===== src/rtl/deck_receiver_pkg.sv =====
// Shared definitions for the deck receiver: FSM encoding, deck geometry and
// the card/rank/suit/value field widths.
package deck_receiver_pkg;

    localparam int unsigned DECK_SIZE = 52;
    localparam int unsigned SUIT_SIZE = 13;
    localparam int unsigned CARD_W    = 6;
    localparam int unsigned RANK_W    = 4;
    localparam int unsigned SUIT_W    = 2;
    localparam int unsigned VALUE_W   = 4;

    typedef enum logic [1:0] {
        SHUF  = 2'd0,
        LOAD  = 2'd1,
        READY = 2'd2,
        ERR   = 2'd3
    } state_t;

    // Decoded attributes of one card.
    typedef struct packed {
        logic [RANK_W-1:0]  rank;
        logic [SUIT_W-1:0]  suit;
        logic [VALUE_W-1:0] value;
    } card_info_t;

endpackage


===== src/rtl/deck_receiver_if.sv =====
// Deck receiver bus: shuffler load side, dealer request side and status.
//   master: environment (drives load_flag, card_in, deal_req)
//   slave : deck_receiver (drives shuffle request, dealt card and status)
interface deck_receiver_if;
    import deck_receiver_pkg::*;

    logic                load_flag;
    logic [CARD_W-1:0]   card_in;
    logic                shuffle_flag;
    logic                deal_req;
    logic                deal_valid;
    logic [CARD_W-1:0]   deal_card;
    logic [RANK_W-1:0]   deal_rank;
    logic [SUIT_W-1:0]   deal_suit;
    logic [VALUE_W-1:0]  deal_value;
    logic                deck_ready;
    logic [CARD_W-1:0]   cards_left;
    logic                low_deck;
    logic                deal_err;
    logic                load_err;

    modport master (
        output load_flag, card_in, deal_req,
        input  shuffle_flag, deal_valid, deal_card, deal_rank, deal_suit,
               deal_value, deck_ready, cards_left, low_deck, deal_err, load_err
    );

    modport slave (
        input  load_flag, card_in, deal_req,
        output shuffle_flag, deal_valid, deal_card, deal_rank, deal_suit,
               deal_value, deck_ready, cards_left, low_deck, deal_err, load_err
    );

endinterface


===== src/rtl/deck_receiver_card_decode.sv =====
// Combinational card decode: rank (1..13), suit (0..3) and blackjack value.
//   card   : card index 0..51
//   info_c : decoded rank/suit/value
module card_decode
    import deck_receiver_pkg::*;
(
    input  logic [CARD_W-1:0] card,
    output card_info_t        info_c
);

    logic [CARD_W-1:0] rem_c;
    logic [RANK_W-1:0] rank_c;

    // Suit by threshold compare, remainder gives the rank within the suit.
    always_comb begin
        info_c = '0;
        rem_c  = card;
        if (card >= CARD_W'(3 * SUIT_SIZE)) begin
            info_c.suit = SUIT_W'(3);
            rem_c       = card - CARD_W'(3 * SUIT_SIZE);
        end else if (card >= CARD_W'(2 * SUIT_SIZE)) begin
            info_c.suit = SUIT_W'(2);
            rem_c       = card - CARD_W'(2 * SUIT_SIZE);
        end else if (card >= CARD_W'(SUIT_SIZE)) begin
            info_c.suit = SUIT_W'(1);
            rem_c       = card - CARD_W'(SUIT_SIZE);
        end
        rank_c       = RANK_W'(rem_c) + RANK_W'(1);
        info_c.rank  = rank_c;
        info_c.value = (rank_c > RANK_W'(10)) ? VALUE_W'(10) : VALUE_W'(rank_c);
    end

endmodule


===== src/rtl/deck_receiver.sv =====
// Deck receiver: captures a shuffled deck from the slotted load interface,
// checks it is a permutation, then deals cards one per request.
//   clk, rst_n : clock, asynchronous active-low reset
//   bus        : deck_receiver_if.slave (load, deal and status signals)
module deck_receiver #(
    parameter int unsigned DECK_SIZE    = deck_receiver_pkg::DECK_SIZE,
    parameter int unsigned SLOT_CYCLES  = 4,
    parameter int unsigned SAMPLE_PHASE = 2,
    parameter int unsigned LOW_WATER    = 15
) (
    input  logic           clk,
    input  logic           rst_n,
    deck_receiver_if.slave bus
);
    import deck_receiver_pkg::*;

    localparam int unsigned IDX_W     = $clog2(DECK_SIZE);
    localparam int unsigned SLOT_W    = $clog2(DECK_SIZE + 1);
    localparam int unsigned PH_W      = (SLOT_CYCLES > 1) ? $clog2(SLOT_CYCLES) : 1;
    // The LOAD entry edge is cycle 0, so the first LOAD edge is cycle 1.
    localparam int unsigned PH_INIT   = 1 % SLOT_CYCLES;
    localparam int unsigned SLOT_INIT = 1 / SLOT_CYCLES;

    state_t               state, state_nxt;
    logic [PH_W-1:0]      phase;
    logic [SLOT_W-1:0]    slot;
    logic [DECK_SIZE-1:0] seen;
    logic [IDX_W-1:0]     rd_ptr;
    logic [CARD_W-1:0]    deck_ram [DECK_SIZE];
    logic [CARD_W-1:0]    rd_card_c;
    card_info_t           rd_info_c;

    logic sample_c, bad_card_c, last_card_c, deal_ok_c, deal_bad_c;
    logic shuffle_nxt, ready_nxt, low_nxt;
    logic [CARD_W-1:0] cards_left_nxt;

    logic              shuffle_q, ready_q, low_q, valid_q, deal_err_q, load_err_q;
    logic [CARD_W-1:0] cards_left_q, card_q;
    card_info_t        info_q;

    assign rd_card_c = deck_ram[rd_ptr];

    card_decode u_card_decode (
        .card   (rd_card_c),
        .info_c (rd_info_c)
    );

    // Sample strobe, card validity and deal qualification.
    always_comb begin
        sample_c    = (state == LOAD) && (phase == PH_W'(SAMPLE_PHASE)) && (slot != '0);
        bad_card_c  = (bus.card_in >= CARD_W'(DECK_SIZE)) || seen[IDX_W'(bus.card_in)];
        last_card_c = (slot == SLOT_W'(DECK_SIZE));
        deal_ok_c   = bus.deal_req && (state == READY) && (cards_left_q != '0);
        deal_bad_c  = bus.deal_req && !deal_ok_c;
    end

    // State register.
    always_ff @(posedge clk or negedge rst_n) begin
        if (!rst_n) state <= SHUF;
        else        state <= state_nxt;
    end

    // Next-state logic.
    always_comb begin
        state_nxt = state;
        case (state)
            SHUF:    if (bus.load_flag) state_nxt = LOAD;
            LOAD: begin
                if (sample_c) begin
                    if (bad_card_c)       state_nxt = ERR;
                    else if (last_card_c) state_nxt = READY;
                end
            end
            READY:   if (deal_ok_c && (cards_left_q == CARD_W'(1))) state_nxt = SHUF;
            ERR:     state_nxt = ERR;
            default: state_nxt = SHUF;
        endcase
    end

    // Output logic: next values of the registered status outputs.
    always_comb begin
        cards_left_nxt = cards_left_q;
        if (sample_c && !bad_card_c && last_card_c) cards_left_nxt = CARD_W'(DECK_SIZE);
        else if (deal_ok_c)                         cards_left_nxt = cards_left_q - CARD_W'(1);
        shuffle_nxt = (state_nxt == SHUF);
        ready_nxt   = (state_nxt == READY);
        low_nxt     = ready_nxt && (cards_left_nxt <= CARD_W'(LOW_WATER));
    end

    // Load counters, seen bitmap, deal pointer and registered outputs.
    always_ff @(posedge clk or negedge rst_n) begin
        if (!rst_n) begin
            phase        <= '0;
            slot         <= '0;
            seen         <= '0;
            rd_ptr       <= '0;
            cards_left_q <= '0;
            shuffle_q    <= 1'b1;
            ready_q      <= 1'b0;
            low_q        <= 1'b0;
            valid_q      <= 1'b0;
            deal_err_q   <= 1'b0;
            load_err_q   <= 1'b0;
            card_q       <= '0;
            info_q       <= '0;
        end else begin
            cards_left_q <= cards_left_nxt;
            shuffle_q    <= shuffle_nxt;
            ready_q      <= ready_nxt;
            low_q        <= low_nxt;
            valid_q      <= deal_ok_c;
            deal_err_q   <= deal_bad_c;

            if ((state == SHUF) && bus.load_flag) begin
                phase <= PH_W'(PH_INIT);
                slot  <= SLOT_W'(SLOT_INIT);
                seen  <= '0;
            end else if (state == LOAD) begin
                if (phase == PH_W'(SLOT_CYCLES - 1)) begin
                    phase <= '0;
                    slot  <= slot + SLOT_W'(1);
                end else begin
                    phase <= phase + PH_W'(1);
                end
                if (sample_c) begin
                    if (bad_card_c) load_err_q <= 1'b1;
                    else            seen[IDX_W'(bus.card_in)] <= 1'b1;
                end
            end

            if (sample_c && !bad_card_c && last_card_c) begin
                rd_ptr <= '0;
            end else if (deal_ok_c) begin
                rd_ptr <= rd_ptr + IDX_W'(1);
                card_q <= rd_card_c;
                info_q <= rd_info_c;
            end
        end
    end

    // Deck storage; contents are only meaningful after a complete load.
    always_ff @(posedge clk) begin
        if (sample_c && !bad_card_c) deck_ram[IDX_W'(slot - SLOT_W'(1))] <= bus.card_in;
    end

    assign bus.shuffle_flag = shuffle_q;
    assign bus.deck_ready   = ready_q;
    assign bus.cards_left   = cards_left_q;
    assign bus.low_deck     = low_q;
    assign bus.deal_valid   = valid_q;
    assign bus.deal_err     = deal_err_q;
    assign bus.load_err     = load_err_q;
    assign bus.deal_card    = card_q;
    assign bus.deal_rank    = info_q.rank;
    assign bus.deal_suit    = info_q.suit;
    assign bus.deal_value   = info_q.value;

endmodule


===== src/flat_wrapper.sv =====
// flat-port wrapper written by rule: the top's interface ports become plain ports
module deck_receiver_flat import deck_receiver_pkg::*;
#(
    parameter int unsigned DECK_SIZE    = deck_receiver_pkg::DECK_SIZE,
    parameter int unsigned SLOT_CYCLES  = 4,
    parameter int unsigned SAMPLE_PHASE = 2,
    parameter int unsigned LOW_WATER    = 15
)
  (clk, rst_n, bus_load_flag, bus_card_in, bus_deal_req, bus_shuffle_flag, bus_deal_valid, bus_deal_card, bus_deal_rank, bus_deal_suit, bus_deal_value, bus_deck_ready, bus_cards_left, bus_low_deck, bus_deal_err, bus_load_err);
  deck_receiver_if bus_i ();
  input  logic clk;
  input  logic rst_n;
  input wire logic [$bits(bus_i.load_flag)-1:0] bus_load_flag;
  input wire logic [$bits(bus_i.card_in)-1:0] bus_card_in;
  input wire logic [$bits(bus_i.deal_req)-1:0] bus_deal_req;
  output wire logic [$bits(bus_i.shuffle_flag)-1:0] bus_shuffle_flag;
  output wire logic [$bits(bus_i.deal_valid)-1:0] bus_deal_valid;
  output wire logic [$bits(bus_i.deal_card)-1:0] bus_deal_card;
  output wire logic [$bits(bus_i.deal_rank)-1:0] bus_deal_rank;
  output wire logic [$bits(bus_i.deal_suit)-1:0] bus_deal_suit;
  output wire logic [$bits(bus_i.deal_value)-1:0] bus_deal_value;
  output wire logic [$bits(bus_i.deck_ready)-1:0] bus_deck_ready;
  output wire logic [$bits(bus_i.cards_left)-1:0] bus_cards_left;
  output wire logic [$bits(bus_i.low_deck)-1:0] bus_low_deck;
  output wire logic [$bits(bus_i.deal_err)-1:0] bus_deal_err;
  output wire logic [$bits(bus_i.load_err)-1:0] bus_load_err;
  assign bus_i.load_flag = bus_load_flag;
  assign bus_i.card_in = bus_card_in;
  assign bus_i.deal_req = bus_deal_req;
  assign bus_shuffle_flag = bus_i.shuffle_flag;
  assign bus_deal_valid = bus_i.deal_valid;
  assign bus_deal_card = bus_i.deal_card;
  assign bus_deal_rank = bus_i.deal_rank;
  assign bus_deal_suit = bus_i.deal_suit;
  assign bus_deal_value = bus_i.deal_value;
  assign bus_deck_ready = bus_i.deck_ready;
  assign bus_cards_left = bus_i.cards_left;
  assign bus_low_deck = bus_i.low_deck;
  assign bus_deal_err = bus_i.deal_err;
  assign bus_load_err = bus_i.load_err;
  deck_receiver #(.DECK_SIZE(DECK_SIZE), .SLOT_CYCLES(SLOT_CYCLES), .SAMPLE_PHASE(SAMPLE_PHASE), .LOW_WATER(LOW_WATER)) u_core (.clk(clk), .rst_n(rst_n), .bus(bus_i));
endmodule

===== config.mk =====
export PLATFORM = sky130hd
export DESIGN_NAME = deck_receiver_flat
export DESIGN_NICKNAME = d
export VERILOG_FILES = /design/src/rtl/deck_receiver_pkg.sv /design/src/rtl/deck_receiver_if.sv /design/src/rtl/deck_receiver_card_decode.sv /design/src/rtl/deck_receiver.sv /design/src/flat_wrapper.sv
export SDC_FILE = /design/constraint.sdc
export NUM_CORES = 1
export LEC_CHECK = 0
export ABC_CLOCK_PERIOD_IN_PS = 5800
export CORE_UTILIZATION = 60
export DETAILED_ROUTE_END_ITERATION = 16
export DONT_BUFFER_PORTS = 1
export PLACE_DENSITY = 0.75
export SLEW_MARGIN = 20
export SYNTH_ARGS = -nofsm -noshare
export SYNTH_HDL_FRONTEND = slang
export SYNTH_SLANG_ARGS = --single-unit

===== constraint.sdc =====
create_clock -name clk -period 5.8 [get_ports clk]
set_input_delay 0.87 -clock clk [delete_from_list [all_inputs] [get_ports clk]]
set_output_delay 0.87 -clock clk [all_outputs]
set_load 0.01 [all_outputs]

==> results.txt, run 1 <==
post-DR vias/cell -> 6.44
CTS Root Buffer Type -> clkbuf_16
Inserted Clock Buffers -> 41
mapped cell area -> 17500 sq um
Clk pin slew, worst setup/hold paths -> 0.06 ns
#FFs+latches synth -> 408
leak pwr -> 6.72 nW
Worst-Margin Slew -> 1.08 ns
Mapped Cells -> 1142
# IOs -> 38
pin count of the biggest net entering global routing -> 97
first-pass GRT wire length -> 58.5 mm
vias in the first global route -> 10000
Fmax achieved -> 0.208 GHz
CTS tree -> built
Critical Path Fanout Max -> 44
syn nets -> 1169
clk_skew -> 0.0276 ns
top_reg_cell synth -> edfxtp_1
share of layout cells above drive strength 1 -> 0.144
Setup TNS -> 0 ns
worst min path class -> in2async
die width -> 173 um
crit path capture type -> flop
Slew Limit Fails -> 0
routed wire length -> 37.4 mm
Placer Congestion -> 0.856
Setup Fix Bufs, Post-CTS -> 0
WP data required -> 6.20 ns
Async S/R FF share, synth -> 0.235
crit-path cells -> nand3_1 -> o221ai_1 -> o22ai_1 -> a221oi_2 -> o21ai_2 -> ha_1 -> nor2b_1 -> nor3_1 -> nor3_1 -> or3_1 -> xnor2_1 -> nor3b_2 -> xor2_1 -> o211ai_1
# port buffers -> 0
pwr dens -> 491 nW/um^2
CP max stage cell -> dfrtp_4
total track usage -> 0.258
fin crit share -> 0.828
grt ovf -> 0
clk sinks -> 408
maximum clock insertion buffer count -> 3
unrepaired setup endpoints after global routing -> false
cell row count -> 62
r2r setup slk -> 1.0 ns
initial core utilization -> 0.610
hpwl dp -> 22.8 mm
nets@finish -> 1157
Antenna Cells -> 0
Die Footprint -> 29900 sq um
post-CTS sizing -> 0
Final setup viols -> 0
First-pass DRT Iterations -> 5
Filler cells -> 1941
cell area after layout -> 19000 sq um
Clk Latency, worst-skew pair -> 0.54 ns
wire per inst -> 24.1 um
register area share after synthesis -> 0.673
placed cell area -> 17700 sq um
H-tree Lvls -> 2
Yosys Warn Count -> 0
post-synthesis average cell area -> 15.3 sq um
DRC -> 0
die height -> 173 um
initial antenna violation count -> 0
Area Overhead vs Synth -> 8.41%
Buf+Inv Stages, Crit Path -> 0
WS Path Type -> reg2reg
MaxCap Viol Count -> 0
Critical Path Max Stage Delay -> 0.92 ns
final hold violations -> 0
Initial DRC Count -> 1055
min cycle time layout -> 4.80 ns
overall power -> 0.00931 W
number of flops mapped to enable cells by yosys -> 312
status -> complete, no violations
core footprint -> 28700 sq um
worst slack at placement -> 1.02 ns
Antenna Violating Nets Remaining -> 0
Worst VDD drop -> 0.307 mV
Netlist cell types -> 80
Arrival @ worst endpoint -> 5.20 ns
via count -> 9966
Hold Buf Count CTS -> 0
Setup WS post-layout -> 0.996 ns
most frequent CP cell -> nor3_1
family with the most delay on the worst path -> simple AND/OR/NAND/NOR gates
relative slew slack -> 0.276
Worst Setup Start Kind -> flop
routing by layer:
metal	part of all wire	GRT usage	vias to the layer above	wire length [um]
li1	-	-	4377	-
met1	0.42	0.373	5067	15700
met2	0.47	0.398	436	17500
met3	0.078	0.0460	86	2910
met4	0.034	0.0996	0	1260
met5	0	0	-	0
cells in the final DEF, fill, tap and decap left out, types with 19 or more instances in the layout:
cell and count:
o21ai_0 26, edfxtp_1 312, nand2_1 47, a21oi_1 68, dfrtp_1 92, nor2_1 146
mux4_2 59, inv_1 19, mux2i_1 43, clkbuf_16 43
registers in the layout (all words and copies together) (netlist names):
signal / cells
u_core.seen: 52
u_core.deck_ram: 312
u_core.phase: 2
u_core.bus.deal_err: 1
u_core.bus.deal_value: 4
u_core.bus.low_deck: 1
u_core.bus.deal_rank: 4
u_core.state: 2
u_core.rd_ptr: 6
u_core.slot: 6
u_core.bus.deal_card: 6
u_core.bus.deck_ready: 1
u_core.bus.cards_left: 6
u_core.bus.load_err: 1
u_core.bus.deal_valid: 1
u_core.bus.shuffle_flag: 1
u_core.bus.deal_suit: 2
metrics by stage:
stage | hold WS (ns) | std cells | util
after global routing | 0.0191 | 1547 | 0.661
after floorplan | 0.455 | 1142 | -
after detailed placement | 0.482 | 1471 | 0.617
after global placement | 0.468 | 1471 | 0.617
final | 0.0321 | 1547 | 0.661
after CTS | 0.0159 | 1547 | 0.661
cells in the mapped netlist (17+ instances only):
| cell type | n | area (sq um) |
|---|---|---|
| nor2_1 | 146 | 548 |
| inv_1 | 19 | 71.3 |
| o21ai_0 | 26 | 130 |
| mux4_2 | 59 | 1330 |
| nand2_1 | 47 | 176 |
| ha_1 | 17 | 213 |
| clkbuf_1 | 36 | 135 |
| edfxtp_1 | 312 | 9370 |
| dfrtp_1 | 95 | 2380 |
| mux2i_1 | 43 | 430 |
| mux2_2 | 17 | 191 |
| a21oi_1 | 68 | 340 |
cells by family (layout without fill, tap and decap cells):
logic type               after synthesis  count (layout)  share of synthesized area
AO/OA/AOI/OAI                        190             190                     0.0763
XOR/XNOR                              18              18                    0.00901
adder cells (fa/ha/maj)               17              17                     0.0122
buffers and inverters                 86             107                     0.0271
flip-flops                           408             408                      0.673
multiplexers                         129             129                      0.125
AND/OR/NAND/NOR                      294             294                     0.0781
worst paths after layout:
| path | end | cells past startpoint | start |
|---|---|---|---|
| worst max-delay path | u_core.bus.deal_value[1]$_DFFE_PN0P_ | 14 | u_core.rd_ptr[1]$_DFFE_PN0P_ |
| worst min register to register | u_core.seen[29]$_DFFE_PN0P_ | 2 | u_core.seen[29]$_DFFE_PN0P_ |
| worst min-delay path | u_core.bus.deal_card[0]$_DFFE_PN0P_ | 0 | rst_n |
| worst max register to register | u_core.bus.deal_value[1]$_DFFE_PN0P_ | 14 | u_core.rd_ptr[1]$_DFFE_PN0P_ |
| max in group asynchronous | u_core.bus.shuffle_flag$_DFF_PN1_ | 0 | rst_n |
| min in group clk | u_core.deck_ram[36][2]$_DFFE_PP_ | 0 | bus_card_in[2] |
power by group:
part	internal, W	switching [W]
sequential	0.00331	0.000381
combinational	0.00137	0.00174
clock	0.00143	0.00107
layout make-up:
type                            count  area (sq um)  area share
Inverter                           20          77.6     0.00409
Timing Repair Buffer               11           108     0.00567
Tap cell                          384           480      0.0253
Clock inverter                     17           106     0.00561
Multi-Input combinational cell    648          5270       0.277
Clock buffer                       59          1160      0.0609
Sequential cell                   408         11800       0.621
Note: power is estimated with default switching activity, not from simulation.
==> run 2, diff against run 1 <==
Settings changed: ABC_CLOCK_PERIOD_IN_PS 5800 to 5010.
Clock period 5.8 ns to 5.01 ns, I/O delays scaled along.
==> results.txt, run 2 (synthesis results as in run 1) <==
nets@finish -> 1171 (+1.2%)
WP data required -> 5.43 ns (-0.77 ns)
Arrival @ worst endpoint -> 5.02 ns (-0.18 ns)
r2r setup slk -> 0.41 ns (-0.59 ns)
wire per inst -> 24.3 um (+0.80%)
most frequent CP cell -> nor3_1
Worst VDD drop -> 0.347 mV (+13%)
initial core utilization -> 0.610 (unchanged)
placed cell area -> 17800 sq um (+0.40%)
pwr dens -> 577 nW/um^2 (+18%)
Clk Latency, worst-skew pair -> 0.55 ns (about the same)
commonest non-fill, non-tap cells in the layout -> 312 x edfxtp_1, 146 x nor2_1, 92 x dfrtp_1, 68 x a21oi_1, 59 x mux4_2
# IOs -> 38 (unchanged)
Worst-Margin Slew -> 1.08 ns (-0.000623 ns)
Critical Path Fanout Max -> 23 (-48%)
final hold violations -> 0 (unchanged)
Setup WS post-layout -> 0.408 ns (-0.588 ns)
relative slew slack -> 0.282 (+0.00594)
Final setup viols -> 0 (unchanged)
crit path capture type -> flop
maximum clock insertion buffer count -> 3 (unchanged)
Clk pin slew, worst setup/hold paths -> 0.06 ns (about the same)
Top Registers -> u_core.deck_ram x312, u_core.seen x52
Comb pwr share -> 0.342 (+0.008)
commonest non-fill, non-tap cell in the layout -> edfxtp_1
CTS tree -> built
First-pass DRT Iterations -> 5 (unchanged)
Critical Path Max Stage Delay -> 0.55 ns (-0.37 ns)
min cycle time layout -> 4.60 ns (-0.202 ns)
grt ovf -> 0 (unchanged)
CTS Root Buffer Type -> clkbuf_16
Reg power frac -> 0.379 (-0.018)
post-DR vias/cell -> 6.38 (-0.91%)
total track usage -> 0.258 (-0.000457)
MaxCap Viol Count -> 0 (unchanged)
via count -> 9971 (+0.050%)
CP max stage cell -> a221oi_1
first-pass GRT wire length -> 58.4 mm (-0.14%)
Clk pwr share -> 0.279 (+0.010)
status -> complete, no violations
Setup TNS -> 0 ns (unchanged)
WS Path Type -> reg2reg
Initial DRC Count -> 958 (-9.2%)
Net Sw Frac -> 0.337 (-0.00523)
die width -> 173 um (unchanged)
DRC -> 0 (unchanged)
initial antenna violation count -> 0 (unchanged)
clk_skew -> 0.0284 ns (+0.000790 ns)
Antenna Cells -> 0 (unchanged)
Cell Count, Final, Fillers Out -> 1562 (+0.97%)
pin count of the biggest net entering global routing -> 96 (-1.0%)
routed wire length -> 38.0 mm (+1.8%)
FF-to-FF Start -> u_core.rd_ptr[2]$_DFFE_PN0P_
die height -> 173 um (unchanged)
hpwl dp -> 23.2 mm (+2.0%)
vias in the first global route -> 9932 (-0.90%)
Area Overhead vs Synth -> 10.0%
fin crit share -> 0.919 (+0.0903)
Largest Register -> u_core.deck_ram
worst min path class -> in2async
Inserted Clock Buffers -> 42 (+2.4%)
leak pwr -> 6.85 nW (+2.0%)
clk sinks -> 408 (unchanged)
core footprint -> 28700 sq um (unchanged)
share of layout cells above drive strength 1 -> 0.155 (+0.0109)
cell row count -> 62 (unchanged)
max reg flops -> 312 (unchanged)
placed insts -> 1481 (+0.68%)
crit-path cells -> buf_4 -> mux4_2 -> mux2i_1 -> a221oi_1 -> o2bb2ai_4 -> inv_1 -> ha_1 -> nor2b_1 -> nor3_1 -> nor3_1 -> or3_1 -> xnor2_1 -> nor3b_2 -> xor2_1 -> o211ai_1
Placer Congestion -> 0.855 (-0.16%)
Die Footprint -> 29900 sq um (unchanged)
Fmax achieved -> 0.217 GHz (+4.4%)
Internal -> 0.00736 W (+20%)
worst slack at placement -> 0.328 ns (-0.694 ns)
Worst Setup Start Kind -> flop
H-tree Lvls -> 2 (unchanged)
switching pwr -> 0.00375 W (+17%)
# port buffers -> 0 (unchanged)
Slew Limit Fails -> 0 (unchanged)
unrepaired setup endpoints after global routing -> false
Antenna Violating Nets Remaining -> 0 (unchanged)
Worst Setup SP -> u_core.rd_ptr[2]$_DFFE_PN0P_
cell area after layout -> 19300 sq um (+1.5%)
## run 2: cell count changes in the layout (fill, tap and decap cells not counted), moves of 2 or more
| cell | delta |
|---|---|
| buf_16 | +2 |
| buf_4 | +10 |
| bufinv_16 | +2 |
| clkbuf_16 | +2 |
| clkbuf_8 | +2 |
| clkinv_2 | -4 |
## run 2: worst paths after layout
kind,endpoint,cells after the start
max,u_core.bus.deal_value[1]$_DFFE_PN0P_,15
min,u_core.bus.shuffle_flag$_DFF_PN1_,0
max reg2reg,u_core.bus.deal_value[1]$_DFFE_PN0P_,15
min reg2reg,u_core.seen[29]$_DFFE_PN0P_,2
max in group asynchronous,u_core.seen[4]$_DFFE_PN0P_,1
min in group clk,u_core.deck_ram[25][0]$_DFFE_PP_,0
## run 2: layout make-up
cell class	instances	area, sq um
Fill cell	1943	9450
Tap cell	384	480
Clock inverter	16	149
Inverter	20	77.6
Multi-Input combinational cell	648	5280
Clock buffer	62	1230
Sequential cell	408	11800
Timing Repair Buffer	24	258
## run 2: timing repair
item	4_1_cts	5_1_grt
setup buffers	0	2
hold buffers	1	0
hold endpoints to repair	95	0
endpoints found under the setup margin	0	6
gates resized for setup	0	1
## run 2: metrics by stage
stage / power (W) / utilization / hold slack [ns]
detailed placement: 0.00792 / 0.620 / 0.457
global route: 0.0116 / 0.671 / 0.0306
global placement: 0.00784 / 0.620 / 0.457
finish: 0.0111 / 0.671 / 0.0458
CTS: 0.0110 / 0.669 / 0.0265
floorplan: 0.00717 / - / 0.455
## run 2: worst max-delay path, delay by kind of cell (launching register included)
kind | cells | cell delay (ns)
AOI/OAI and AO/OA | 3 | 0.94
xor gates and xnor gates | 2 | 0.64
adders and majority gates | 1 | 0.24
buffers and inverters | 2 | 0.52
DFF | 1 | 0.53
muxes | 2 | 0.40
and+or+nand+nor | 5 | 1.16
## run 2: layer usage
metal  wire length (um)  part of all wire  GRT usage  up-vias
li1                   -                 -          -     4392
met1              15800              0.42      0.369     5082
met2              18400              0.48      0.411      419
met3               2750             0.072     0.0413       78
met4               1060             0.028     0.0852        0
met5                  0                 0          0        -
## run 2: power by group through the flow
stage / Sequential [W] / Clock (W) / Combinational, W
6_report: 0.00421 / 0.00310 / 0.00380
5_1_grt: 0.00423 / 0.00325 / 0.00414
4_1_cts: 0.00425 / 0.00313 / 0.00366
3_5_place_dp: 0.00432 / 0 / 0.00360
3_3_place_gp: 0.00431 / 0 / 0.00353
2_1_floorplan: 0.00405 / 0 / 0.00312
==> run 3, diff against run 2 <==
Settings changed: CORE_MARGIN set to 2.
==> results.txt, run 3 (synthesis results as in run 1) <==
Die Footprint -> 30600 sq um (+2.3%)
relative slew slack -> 0.276 (-0.00568)
CTS tree -> built
Arrival @ worst endpoint -> 5.11 ns (+0.09 ns)
Area Overhead vs Synth -> 9.29%
via count -> 9987 (+0.16%)
Fmax achieved -> 0.213 GHz (-2.1%)
WS Path Type -> reg2reg
commonest non-fill, non-tap cells in the layout -> 312 x edfxtp_1, 146 x nor2_1, 92 x dfrtp_1, 68 x a21oi_1, 59 x mux4_2
hpwl dp -> 23.3 mm (+0.28%)
overall power -> 0.0109 W (-1.4%)
initial antenna violation count -> 0 (unchanged)
cell area after layout -> 19100 sq um (-0.65%)
Antenna Cells -> 0 (unchanged)
H-tree Lvls -> 2 (unchanged)
post-DR vias/cell -> 6.42 (+0.61%)
min cycle time layout -> 4.70 ns (+0.0987 ns)
fin crit share -> 0.938 (+0.0197)
Critical Path Fanout Max -> 21 (-8.7%)
Worst VDD drop -> 0.406 mV (+17%)
first-pass GRT wire length -> 58.9 mm (+0.83%)
wire per inst -> 24.4 um (+0.30%)
# IOs -> 38 (unchanged)
Initial DRC Count -> 1219 (+27%)
Top Registers -> u_core.deck_ram x312, u_core.seen x52
CTS Root Buffer Type -> clkbuf_16
WP data required -> 5.42 ns (about the same)
MaxCap Viol Count -> 0 (unchanged)
Final setup viols -> 0 (unchanged)
pwr dens -> 572 nW/um^2 (-0.79%)
vias in the first global route -> 9960 (+0.28%)
worst min path class -> in2async
status -> complete, no violations
share of layout cells above drive strength 1 -> 0.153 (-0.00249)
grt ovf -> 0 (unchanged)
Inserted Clock Buffers -> 41 (-2.4%)
placed cell area -> 17800 sq um (-0.14%)
crit path capture type -> flop
Slew Limit Fails -> 0 (unchanged)
cell row count -> 62 (unchanged)
Worst Setup Start Kind -> flop
Placer Congestion -> 0.856 (+0.19%)
routed wire length -> 38.0 mm (-0.14%)
max reg flops -> 312 (unchanged)
final hold violations -> 0 (unchanged)
maximum clock insertion buffer count -> 3 (unchanged)
post-CTS sizing -> 0 (unchanged)
Worst-Margin Slew -> 1.08 ns (+0.000228 ns)
die width -> 175 um (+1.2%)
Antenna Violating Nets Remaining -> 0 (unchanged)
leak pwr -> 6.79 nW (-0.87%)
First-pass DRT Iterations -> 5 (unchanged)
# port buffers -> 0 (unchanged)
clk sinks -> 408 (unchanged)
Largest Register -> u_core.deck_ram
total track usage -> 0.255 (-0.00292)
nets@finish -> 1165 (-0.51%)
Setup TNS -> 0 ns (unchanged)
unrepaired setup endpoints after global routing -> false
pin count of the biggest net entering global routing -> 96 (unchanged)
die height -> 175 um (+1.2%)
Clk pin slew, worst setup/hold paths -> 0.06 ns (about the same)
clk_skew -> 0.0175 ns (-0.0109 ns)
Clk Latency, worst-skew pair -> 0.53 ns (-0.02 ns)
core footprint -> 28700 sq um (unchanged)
commonest non-fill, non-tap cell in the layout -> edfxtp_1
DRC -> 0 (unchanged)
initial core utilization -> 0.610 (unchanged)
## run 3: changes by cell type in the layout (fill, tap and decap cells not counted), sizes merged
cell / before / now
clkinv: 12 / 13
clkbuf: 62 / 59
buf: 24 / 19
bufinv: 3 / 2
inv: 20 / 21
## run 3: repair_timing
item,4_1_cts,5_1_grt
hold buffers,1,0
buffers inserted,0,1
endpoints found under the hold margin,95,0
setup endpoints to repair,0,4
## run 3: worst paths after layout
check	endpoint	slack, ns	cells after the start	startpoint
max	u_core.bus.deal_value[1]$_DFFE_PN0P_	0.31	15	u_core.rd_ptr[2]$_DFFE_PN0P_
max reg2reg	u_core.bus.deal_value[1]$_DFFE_PN0P_	0.31	15	u_core.rd_ptr[2]$_DFFE_PN0P_
min reg2reg	u_core.seen[50]$_DFFE_PN0P_	0.49	2	u_core.seen[50]$_DFFE_PN0P_
min in group clk	u_core.deck_ram[0][4]$_DFFE_PP_	0.33	0	bus_card_in[4]
min	u_core.bus.shuffle_flag$_DFF_PN1_	0.06	0	rst_n
max in group asynchronous	u_core.seen[32]$_DFFE_PN0P_	4.47	1	rst_n
## run 3: layout make-up
type                    instances  area (sq um)
flip-flops and latches        408         11800
multi-input cells             648          5270
clock buffers                  59          1190
fillers                      1935          9570
clock inverters                17           138
inverters                      20          77.6
repair buffers                 19           200
well taps                     384           480
## run 3: layer usage
metal	GRT usage	wire length (um)	up-vias
li1	-	-	4370
met1	0.373	15700	5067
met2	0.400	18000	476
met3	0.0411	3170	74
met4	0.0802	1100	0
met5	0	0	-
## run 3: critical path, cell delays in order (launching register included)
cell       delay [ns]
dfrtp_2          0.72
buf_4            0.40
mux4_2           0.26
mux2i_1          0.13
a221oi_1         0.37
o2bb2ai_2        0.29
inv_1            0.18
ha_1             0.26
nor2b_1          0.14
nor3_1           0.22
nor3_1           0.14
or3_1            0.42
xnor2_1          0.30
nor3b_2          0.26
xor2_1           0.31
o211ai_1         0.14
## run 3: per-stage QoR
step | instances | hold slack, ns | util | setup WS (ns)
2_1_floorplan | 1142 | 0.455 | - | 0.781
3_3_place_gp | 1477 | 0.458 | 0.618 | 0.517
3_5_place_dp | 1477 | 0.457 | 0.619 | 0.399
4_1_cts | 1554 | 0.0393 | 0.666 | 0.371
5_1_grt | 1555 | 0.0313 | 0.666 | 0.0276
6_report | 1555 | 0.0555 | 0.666 | 0.309
## run 3: power by group
| part | internal (W) | switching (W) |
|---|---|---|
| Combinational | 0.00163 | 0.00208 |
| Clock | 0.00175 | 0.00123 |
| Sequential | 0.00384 | 0.000409 |
